--- config.mk ---
export PLATFORM = sky130hd
export DESIGN_NAME = cms1_rand_source
export DESIGN_NICKNAME = d
export VERILOG_FILES = /design/src/rtl/cms1_rand_pkg.sv /design/src/rtl/cms1_lfsr_adv.sv /design/src/rtl/cms1_rand_source.sv
export SDC_FILE = /design/constraint.sdc
export NUM_CORES = 1
export LEC_CHECK = 0
export CORE_ASPECT_RATIO = 0.6
export CORE_MARGIN = 3
export CORE_UTILIZATION = 47
export CTS_CLUSTER_DIAMETER = 30
export DETAILED_ROUTE_END_ITERATION = 12
export GPL_TIMING_DRIVEN = 0
export PLACE_DENSITY = 0.81
export RECOVER_POWER = 50
export SLEW_MARGIN = 10
export SYNTH_ARGS = -nofsm -noshare
export SYNTH_HDL_FRONTEND = slang
export SYNTH_HIERARCHICAL = 1
export SYNTH_SLANG_ARGS = --single-unit
--- constraint.sdc ---
create_clock -name clk -period 5.4 [get_ports clk]
set_clock_uncertainty 0.05 [all_clocks]
set_input_delay 1.08 -clock clk [delete_from_list [all_inputs] [get_ports clk]]
set_output_delay 1.08 -clock clk [all_outputs]
set_load 0.02 [all_outputs]
--- src/rtl/cms1_rand_pkg.sv ---
// rtl/cms1_rand_pkg.sv - shared types and LFSR constants for the CMS1 randomness source
package cms1_rand_pkg;

    typedef enum logic [1:0] {
        ST_UNSEEDED,
        ST_WARMUP,
        ST_RUN,
        ST_EXHAUSTED
    } rand_state_e;

    localparam int LFSR_W = 128;
    localparam int TAP_A  = 127;
    localparam int TAP_B  = 125;
    localparam int TAP_C  = 100;
    localparam int TAP_D  = 98;

    localparam logic [LFSR_W-1:0] ZERO_SEED_SUB = 128'h1;

    function automatic logic [LFSR_W-1:0] lfsr_step(input logic [LFSR_W-1:0] s);
        return {s[LFSR_W-2:0], s[TAP_A] ^ s[TAP_B] ^ s[TAP_C] ^ s[TAP_D]};
    endfunction

endpackage

--- src/rtl/cms1_lfsr_adv.sv ---
// rtl/cms1_lfsr_adv.sv - combinational RW-step advance of the 128-bit LFSR
module cms1_lfsr_adv
    import cms1_rand_pkg::*;
#(
    parameter int RW = 76
) (
    input  logic [LFSR_W-1:0] s_in,
    output logic [LFSR_W-1:0] s_out
);

    always_comb begin
        logic [LFSR_W-1:0] v;
        v = s_in;
        for (int i = 0; i < RW; i++) begin
            v = lfsr_step(v);
        end
        s_out = v;
    end

endmodule

--- src/rtl/cms1_rand_source.sv ---
// rtl/cms1_rand_source.sv - seeded LFSR randomness stream with warm-up and reseed limit
module cms1_rand_source
    import cms1_rand_pkg::*;
#(
    parameter int RW        = 76,
    parameter int WARMUP    = 16,
    parameter int MAX_WORDS = 1048576
) (
    input  logic              clk,
    input  logic              rst,
    input  logic [127:0]      seed,
    input  logic              seed_valid,
    output logic              seed_ready,
    output logic [RW-1:0]     r_out,
    output logic              r_valid,
    input  logic              r_ready,
    output logic              reseed_req
);

    localparam int WCW = (WARMUP > 1) ? $clog2(WARMUP) : 1;
    localparam int WNW = $clog2(MAX_WORDS + 1);
    localparam logic [WCW-1:0] WARM_LAST = WCW'((WARMUP == 0) ? 0 : WARMUP - 1);
    localparam logic [WNW-1:0] WORD_LAST = WNW'(MAX_WORDS - 1);

    rand_state_e       state_q, state_d;
    logic [LFSR_W-1:0] lfsr_q, lfsr_d, lfsr_adv;
    logic [WCW-1:0]    warm_cnt_q, warm_cnt_d;
    logic [WNW-1:0]    word_cnt_q, word_cnt_d;

    cms1_lfsr_adv #(.RW(RW)) u_adv (
        .s_in  (lfsr_q),
        .s_out (lfsr_adv)
    );

    always_ff @(posedge clk or posedge rst) begin
        if (rst) begin
            state_q    <= ST_UNSEEDED;
            lfsr_q     <= '0;
            warm_cnt_q <= '0;
            word_cnt_q <= '0;
        end else begin
            state_q    <= state_d;
            lfsr_q     <= lfsr_d;
            warm_cnt_q <= warm_cnt_d;
            word_cnt_q <= word_cnt_d;
        end
    end

    // A seed load overrides everything, including a word being taken this cycle.
    always_comb begin
        state_d    = state_q;
        lfsr_d     = lfsr_q;
        warm_cnt_d = warm_cnt_q;
        word_cnt_d = word_cnt_q;
        if (seed_valid) begin
            lfsr_d     = (seed == '0) ? ZERO_SEED_SUB : seed;
            warm_cnt_d = '0;
            word_cnt_d = '0;
            state_d    = (WARMUP == 0) ? ST_RUN : ST_WARMUP;
        end else begin
            case (state_q)
                ST_WARMUP: begin
                    lfsr_d     = lfsr_adv;
                    warm_cnt_d = warm_cnt_q + 1'b1;
                    if (warm_cnt_q == WARM_LAST) state_d = ST_RUN;
                end
                ST_RUN: begin
                    if (r_ready) begin
                        lfsr_d     = lfsr_adv;
                        word_cnt_d = word_cnt_q + 1'b1;
                        if (word_cnt_q == WORD_LAST) state_d = ST_EXHAUSTED;
                    end
                end
                default: ;
            endcase
        end
    end

    always_comb begin
        seed_ready = 1'b1;
        r_valid    = (state_q == ST_RUN);
        reseed_req = (state_q == ST_EXHAUSTED);
        r_out      = lfsr_q[RW-1:0];
    end

endmodule

; ---- Word-level counts from Yosys, hierarchy flattened
; Index checks and enable logic that the tools add are counted.
[op_classes]
addsub = 2
eq_ne = 8
n_mux = 14
bitwise_logic = 228
n_reduce_logical = 8
[op_table]
columns = cell, n
row1 = $mux 128, 3
row2 = $pmux 128 s2, 1
row3 = $xor 1x1->1, 228
row4 = $logic_not 128->1, 1
row5 = $mux 21, 3
row6 = $add 21x1->21 const B, 1
row7 = $eq 21x20->1 const B, 1
row8 = $mux 2, 4
row9 = $mux 4, 2
row10 = $ne 3x2->1 const B, 2
row11 = $reduce_bool 2->1, 3
row12 = $add 4x1->4 const B, 1
row13 = $eq 2x2->1 const B, 2
row14 = $eq 4x4->1 const B, 1
row15 = $pmux 2 s2, 1
row16 = $reduce_and 2->1, 2
row17 = $reduce_and 4->1, 1
row18 = $ne 3x3->1 const B, 1
row19 = $reduce_bool 3->1, 1
row20 = $eq 2x1->1 const B, 1
[word_totals]
reg_bits = 155
out_inout_bits = 79

; ---- Depth between registers and ports, before layout
; Gate-level depths: netlist (run 1).
[depth]
word_depth = 6
mapped_depth = 9
depth_no_buf = 6

; ---- Hierarchy
; Netlist (run 1), hierarchy kept.
[modules_own_cells]
columns = module, instances, cells_per_inst, area_each_um2
row1 = cms1_rand_source, 1, 812, 8199.1
row2 = cms1_lfsr_adv, 1, 216, 1864.3

; ---- Least setup slack after synthesis (run 1)
; OpenSTA, ideal clock, no wires.
[synth_path]
path_kind = input -> register
startpoint = input port seed_valid
endpoint = register lfsr_q[13]
setup_ns = 0.127
arrival_time_ns = 2.234
path_slack_ns = 2.988
path_stages = 5
path_buffers = 3
path_cell_list = buf_2 buf_2 clkbuf_1 mux2i_1 o21ai_2
[synth_between]
elab_chain_cells = 2
elab_cells_between_ends = 4
[synth_rtl]
columns = element, line_no
row1 = "start, declared", cms1_rand_source.sv:12  ; input logic seed_valid,
row2 = $ne 3x2->1 (no source line) or $reduce_bool 3->1 (tied branches), -
row3 = $reduce_and 2->1 (no source line), -
row4 = "end signal, assigned", cms1_rand_source.sv:43  ; lfsr_q <= lfsr_d;
row5 = "end, declared", cms1_rand_source.sv:26  ; logic [LFSR_W-1:0] lfsr_q, lfsr_d, lfsr_adv;
; Parallel ways exist; a longest one is shown, timed or not.
; A chain may end at the register's enable or synchronous reset.

; ---- Worst setup path after layout (run 1)
[layout_path]
startpoint = input port r_ready
endpoint = register lfsr_q[3]
[layout_between]
elab_chain_cells = 2
[layout_rtl]
columns = element, line_no
row1 = "start, declared", cms1_rand_source.sv:16  ; input logic r_ready,
row2 = $ne 3x2->1 (no source line), -
row3 = $reduce_and 2->1 (no source line), -
; Every way passes these cells.

==> out/metrics.yaml, run 1 <==
grt_max_degree: 96
antenna_left: 0
p_leak_nw: 5.50
final_cells: 1541
cts_tree: "yes"
rr_worst_depth: 8
synth_mux_area_share_pct: 12.8
syn-cell-area_mm2: 0.0101
min_path_type: "flop to flop"
sequentialPowerShare_pct: 29.0
end_kind: "flop"
synth-seq-cells: 155
routedWlPerCell_um: 21.8
synth.distinct_cells: 38
grt_util_met3_pct: 7.24
antenna_found_initial: 0
cts-resized-gates: 0
grt.total_usage_pct: 28.6
fin_crit_ns: 3.86
synth_cells: 1028
status: "finished with violations"
clkPwrFrac_pct: 14.3
path_clk_slew_ns: 0.07
max-cap-violations: 1
fillers: 1682
crit_start: "r_ready"
r2r_end: "lfsr_q[3]"
cts_hold_buf: 0
finalWirelength_mm: 33.6
synthTopCellsByArea: "dfrtp_1 39%, mux2i_1 13%, buf_4 9.7%, xnor2_1 9.4%, xor2_1 6.4%"
seq_area_frac_synth_pct: 38.5
dp_hpwl_mm: 26.7
r2r-start: "state_q[0]"
cp.arrival_ns: 4.15
intPower_w: 0.00456
fin_util_pct: 63.4
crit_buf_inv: 5
die_area_mm2: 0.0233
r2r_setup_slack_ns: 2.30
vias: 8451
drc: 0
violations: "max-capacitance violations, max-slew violations"
worst_pin_slew_ns: 2.90
cp_slowest_cell: "clkbuf_1"
final_max_slew_viol_count: 61
ir_drop_v: 0.000371
placed_cells: 1510
yosysWarnings: 6
place.gp.congestion: 0.951
power_density_mw_per_mm2: 595
cts_max_level: 4
num_io_pins: 211
syn2layout_area_growth_pct: 29.3
gr-usage-met1_pct: 44.9
insertion_delay_ns: 0.42
max_freq_ghz: 0.259
cts_sinks: 155
synth_top_area_share_pct: 38.5
yosys.area.top_type: "dfrtp_1"
via_per_inst: 5.48
insertedDiodeCount: 0
io_buffers: 208
crit_required_ns: 5.68
critPathCapture: "lfsr_q[3]"
finalSetupViolations: 0
synth_compound_area_share_pct: 8.28
fin_nets: 1390
start_util_pct: 49.0
p_comb_share_pct: 56.7
drt_iter0_markers: 991
yosys.area_share.adder_pct: 0.249
finalCritPeriodShare_pct: 71.5
rows: 40
synthSimpleGateAreaFrac_pct: 11.2
cpLargestDelayFamily: "buffers and inverters"
synth_xor_area_share_pct: 16.6
rsz0062_at_grt: "no"
critPathKind: "input port to flop"
power_switching_w: 0.00318
postCtsSetupBuffers: 0
grt_pass1_wl_mm: 50.7
chipWidth_um: 195
met2_usage_pct: 40.2
coreArea_mm2: 0.0205
crit_chain: "dlygate4sd3_1 > and3b_1 > clkbuf_1 > nor3_1 > clkbuf_1 > clkbuf_1 > clkbuf_1 > nand2_1 > o21ai_0"
cpPeakStageDelay_ns: 0.61
finalHoldViolations: 0
clk_path_buf_depth: 2
drive_gt1_share_pct: 17.6
syn_avg_cell_area_um2: 9.79
cts_root_buffer: "clkbuf_16"
cts_buffers: 17
sw_frac_of_total_pct: 41.1
max-slew-margin-rel_pct: -94.1
first_pass_iters: 6
grt.overflow.total: 0
crit_cells: 9
cp-start-kind: "input port"
cpMostUsedCell: "clkbuf_1"
critPathMaxFanout: 10
busiest_layer: "met1"
synth_top_family_by_area: "XOR/XNOR gates"
die_y_um: 119
grt_pass1_vias: 8370
synthesis.nets: 1162
per-layer routing:
layer  vias up  part of all wire (%)
met5         -                     0
met4         0                  0.45
met3        17                    12
met2       511                    41
met1      4109                    46
li1       3814                     -
sequential cells by signal, indices dropped and copies added (netlist names):
| register | cells |
|---|---|
| state_q | 2 |
| word_cnt_q | 21 |
| lfsr_q | 128 |
| warm_cnt_q | 4 |
placed cells by master (no fill, tap or decap), types with 5 or more instances in the layout:
| master | instances |
|---|---|
| nor2_1 | 28 |
| o21ai_2 | 40 |
| nand3_1 | 6 |
| o21ai_0 | 88 |
| mux2i_1 | 129 |
| clkbuf_16 | 17 |
| xor2_2 | 5 |
| clkbuf_1 | 33 |
| dfrtp_1 | 155 |
| nor4_1 | 37 |
| buf_4 | 129 |
| dlygate4sd3_1 | 11 |
| xor2_1 | 73 |
| clkdlybuf4s50_1 | 197 |
| xnor2_1 | 108 |
| nand2_1 | 135 |
| nand4_1 | 15 |
| buf_2 | 8 |
worst min path at each step:
stage / startpoint / end / slack (ns) / cells after the start
2_1_floorplan: lfsr_q[108] / lfsr_q[108] / 0.42 / 2
5_1_grt: lfsr_q[113] / lfsr_q[113] / 0.47 / 2
6_report: lfsr_q[108] / lfsr_q[108] / 0.45 / 2
4_1_cts: lfsr_q[116] / lfsr_q[116] / 0.45 / 2
3_5_place_dp: lfsr_q[116] / lfsr_q[116] / 0.44 / 2
3_3_place_gp: lfsr_q[113] / lfsr_q[113] / 0.43 / 2
Yosys cell counts, drive strengths merged:
cell	n
dfrtp	155
or3	1
nand4b	3
nand4	16
clkbuf	26
and3	4
nor4b	1
nor2	28
mux2i	129
xor2	78
nor2b	1
buf	151
o21ai	128
nand2	135
and2b	1
a41oi	1
and3b	1
xnor2	108
inv	2
nor4	37
nor3	2
nand3	6
o21bai	1
and2	2
a31oi	1
and4	3
conb	1
a21oi	4
ha	2
logic make-up (layout without fill, tap and decap cells):
logic type                 Yosys count  after routing
and+or+nand+nor                    241            241
xor gates and xnor gates           186            186
buffers and inverters              179            419
DFF                                155            155
AOI/OAI and AO/OA                  135            135
muxes                              129            129
adders and majority gates            2              2
other                                1              1
worst register-to-register path, stage by stage, from the launching register on:
cell	delay, ns
dfrtp_1	0.47
and3b_1	0.21
clkbuf_1	0.17
nor3_1	0.53
clkbuf_1	0.40
clkbuf_1	0.40
clkbuf_1	0.61
nand2_1	0.12
o21ai_0	0.09
cell type report:
cell class	count	area, um2	area share [%]
Timing Repair Buffer	209	2110	16.2
Inverter	2	8.76	0.0673
Sequential cell	155	3880	29.8
Tap cell	273	342	2.63
Clock buffer	21	460	3.54
Multi-Input combinational cell	694	4940	37.9
Buffer	177	1200	9.26
Clock inverter	10	68.8	0.529
power groups by stage:
stage	combinational [W]	sequential, W	clock, W
floorplan	0.00315	0.00202	0
global placement	0.00426	0.00223	0
detailed placement	0.00434	0.00224	0
CTS	0.00437	0.00223	0.00110
global route	0.00470	0.00230	0.00115
finish	0.00439	0.00225	0.00111
per-stage QoR:
stage / power [W] / hold slack (ns) / cell area, um2 / TNS [ns] / setup WS (ns)
2_1_floorplan: 0.00517 / 0.419 / 10100 / 0 / 0.0918
3_3_place_gp: 0.00649 / 0.432 / 12500 / -350.34 / -2.28
3_5_place_dp: 0.00658 / 0.441 / 12500 / 0 / 2.01
4_1_cts: 0.00770 / 0.453 / 13100 / 0 / 2.42
5_1_grt: 0.00815 / 0.471 / 13000 / 0 / 1.34
6_report: 0.00774 / 0.455 / 13000 / 0 / 1.54
Note: power is estimated with default switching activity, not from simulation.
==> run 2, diff against run 1 <==
==> constraint.sdc (replaced) <==
create_clock -name clk -period 3.4 [get_ports clk]
set_clock_uncertainty 0.05 [all_clocks]
set_input_delay 0.68 -clock clk [delete_from_list [all_inputs] [get_ports clk]]
set_output_delay 0.68 -clock clk [all_outputs]
set_load 0.02 [all_outputs]
==> run 2 against run 1 <==
  * The run now ends clean
  * Clock power up 82%
  * Cell area up 1.4%
  * Via count up 0.80%
  * Critical path type unchanged
==> out/metrics.yaml, run 2 (synthesized netlist as in run 1, its figures left out) <==
status: "complete, no violations"
largest_reg_flops: 128  # unchanged
total_power_w: 0.0127  # +63%
fin_crit_ns: 2.97
cp.arrival_ns: 3.19  # -0.96 ns
fillers: 1663  # -1.1%
rows: 40  # unchanged
drive_gt1_share_pct: 18.2  # +0.57 points
power_density_mw_per_mm2: 959  # +61%
tns_ns: 0  # unchanged
critPathMaxFanout: 10  # unchanged
p_leak_nw: 5.58  # +1.5%
ir_drop_v: 0.000601  # +62%
end_kind: "flop"
cp-start-kind: "input port"
fin_nets: 1394  # +0.29%
max_freq_ghz: 0.337
finalHoldViolations: 0  # unchanged
grt_pass1_vias: 8481  # +1.3%
cts_max_level: 4  # unchanged
top_register: "lfsr_q"
max-cap-violations: 0  # -1
rsz0062_at_grt: "no"
postCtsSetupBuffers: 0  # unchanged
post_dp_cell_area_mm2: 0.0126  # +0.61%
insertedDiodeCount: 0  # unchanged
path_clk_slew_ns: 0.06  # about the same
critPathKind: "input port to flop"
cts-resized-gates: 0  # unchanged
crit_required_ns: 3.62  # -2.06 ns
vias: 8519  # +0.80%
first_pass_iters: 5  # -1
layout_commonest_cell: "clkdlybuf4s50_1"
coreArea_mm2: 0.0205  # unchanged
cts_hold_buf: 0  # unchanged
io_buffers: 208  # unchanged
worst_pin_slew_ns: 1.11  # -1.79 ns
finalCritPeriodShare_pct: 87.3
grt.total_usage_pct: 29.6  # +1.1 points
grt.overflow.total: 0  # unchanged
finalWirelength_mm: 34.5  # +2.5%
drt_iter0_markers: 1003  # +1.2%
antenna_found_initial: 1  # +1
start_util_pct: 49.0  # unchanged
cts_tree: "yes"
min_path_type: "flop to flop"
largestRegisters: "lfsr_q x128, word_cnt_q x21, warm_cnt_q x4"
final_cell_mix: "197 x clkdlybuf4s50_1, 155 x dfrtp_1, 135 x nand2_1, 130 x buf_4, 129 x mux2i_1"
chipWidth_um: 195  # unchanged
dp_hpwl_mm: 27.4  # +2.8%
final_max_slew_viol_count: 0  # -100%
finalSetupViolations: 0  # unchanged
place.gp.congestion: 0.980  # +3.1%
cts_buffers: 17  # unchanged
multi_input_area_mm2: 0.00494  # unchanged
hp-start: "lfsr_q[11]"
cts_root_buffer: "clkbuf_16"
num_io_pins: 211  # unchanged
die_area_mm2: 0.0233  # unchanged
crit_start: "r_ready"
grt_pass1_wl_mm: 51.9  # +2.4%
insertion_delay_ns: 0.43  # about the same
die_y_um: 119  # unchanged
postLayoutCellArea_mm2: 0.0132  # +1.4%
r2r-start: "state_q[1]"
grt_max_degree: 37  # -61%
routedWlPerCell_um: 22.3  # +2.2%
drc: 0  # unchanged
r2r_setup_slack_ns: 0.80  # -1.50 ns
via_per_inst: 5.51  # +0.54%
max-slew-margin-rel_pct: 25.3  # +120 points
clk_path_buf_depth: 2  # unchanged
syn2layout_area_growth_pct: 31.1
antenna_left: 0  # unchanged
seq_area_mm2: 0.00388  # unchanged
cts_sinks: 155  # unchanged
-- run 2: per-layer routing --
layer,GRT usage (%),vias to the layer above,wire length (um)
met5,0,-,13
met2,41.7,499,14100
li1,-,3838,-
met4,5.34,2,381
met3,11.0,34,4450
met1,43.8,4146,15500
-- run 2: per-stage QoR --
stage	hold WS, ns	worst slack [ns]	utilization, %	instances
floorplan	0.419	0.711	-	1028
global route	0.483	0.391	64.3	1545
global placement	0.433	-0.720	60.9	1509
CTS	0.458	0.720	64.4	1545
detailed placement	0.444	0.311	61.4	1514
finish	0.458	0.432	64.3	1545
-- run 2: worst max-delay path, stage by stage --
cell and delay (ns):
dlygate4sd3_1 0.60, and3b_1 0.18, clkbuf_1 0.16, nor3_1 0.59
buf_6 0.23, clkbuf_1 0.52, o21ai_0 0.22
-- run 2: cell type report --
class | instances | share of cell area (%)
repair buffers | 213 | 16.6
well taps | 273 | 2.59
multi-input cells | 694 | 37.4
clock buffers | 19 | 3.36
clock inverters | 12 | 1.31
plain buffers | 177 | 9.27
inverters | 2 | 0.0664
flip-flops and latches | 155 | 29.4
-- run 2: path summary, 6_finish.rpt --
kind / to / cells after the start
worst max-delay path: lfsr_q[86] / 7
worst min-delay path: lfsr_q[11] / 2
worst max register to register: lfsr_q[86] / 6
worst min register to register: lfsr_q[11] / 2
max in group asynchronous: lfsr_q[39] / 7
min in group asynchronous: lfsr_q[56] / 2
-- run 2: where the power goes --
group          switching (W)  internal, W  total, W
clock               0.000784      0.00124   0.00202
combinational        0.00332      0.00374   0.00706
sequential           0.00102      0.00255   0.00357
total                0.00513      0.00753    0.0127
==> run 3, diff against run 2 <==
--- a/config.mk
+++ b/config.mk
@@ -18,3 +18,4 @@
 export SYNTH_HDL_FRONTEND = slang
 export SYNTH_HIERARCHICAL = 1
 export SYNTH_SLANG_ARGS = --single-unit
+export TNS_END_PERCENT = 1
==> results of run 3 <==
No change in the layout: final DEF, timing and power equal those of run 2.
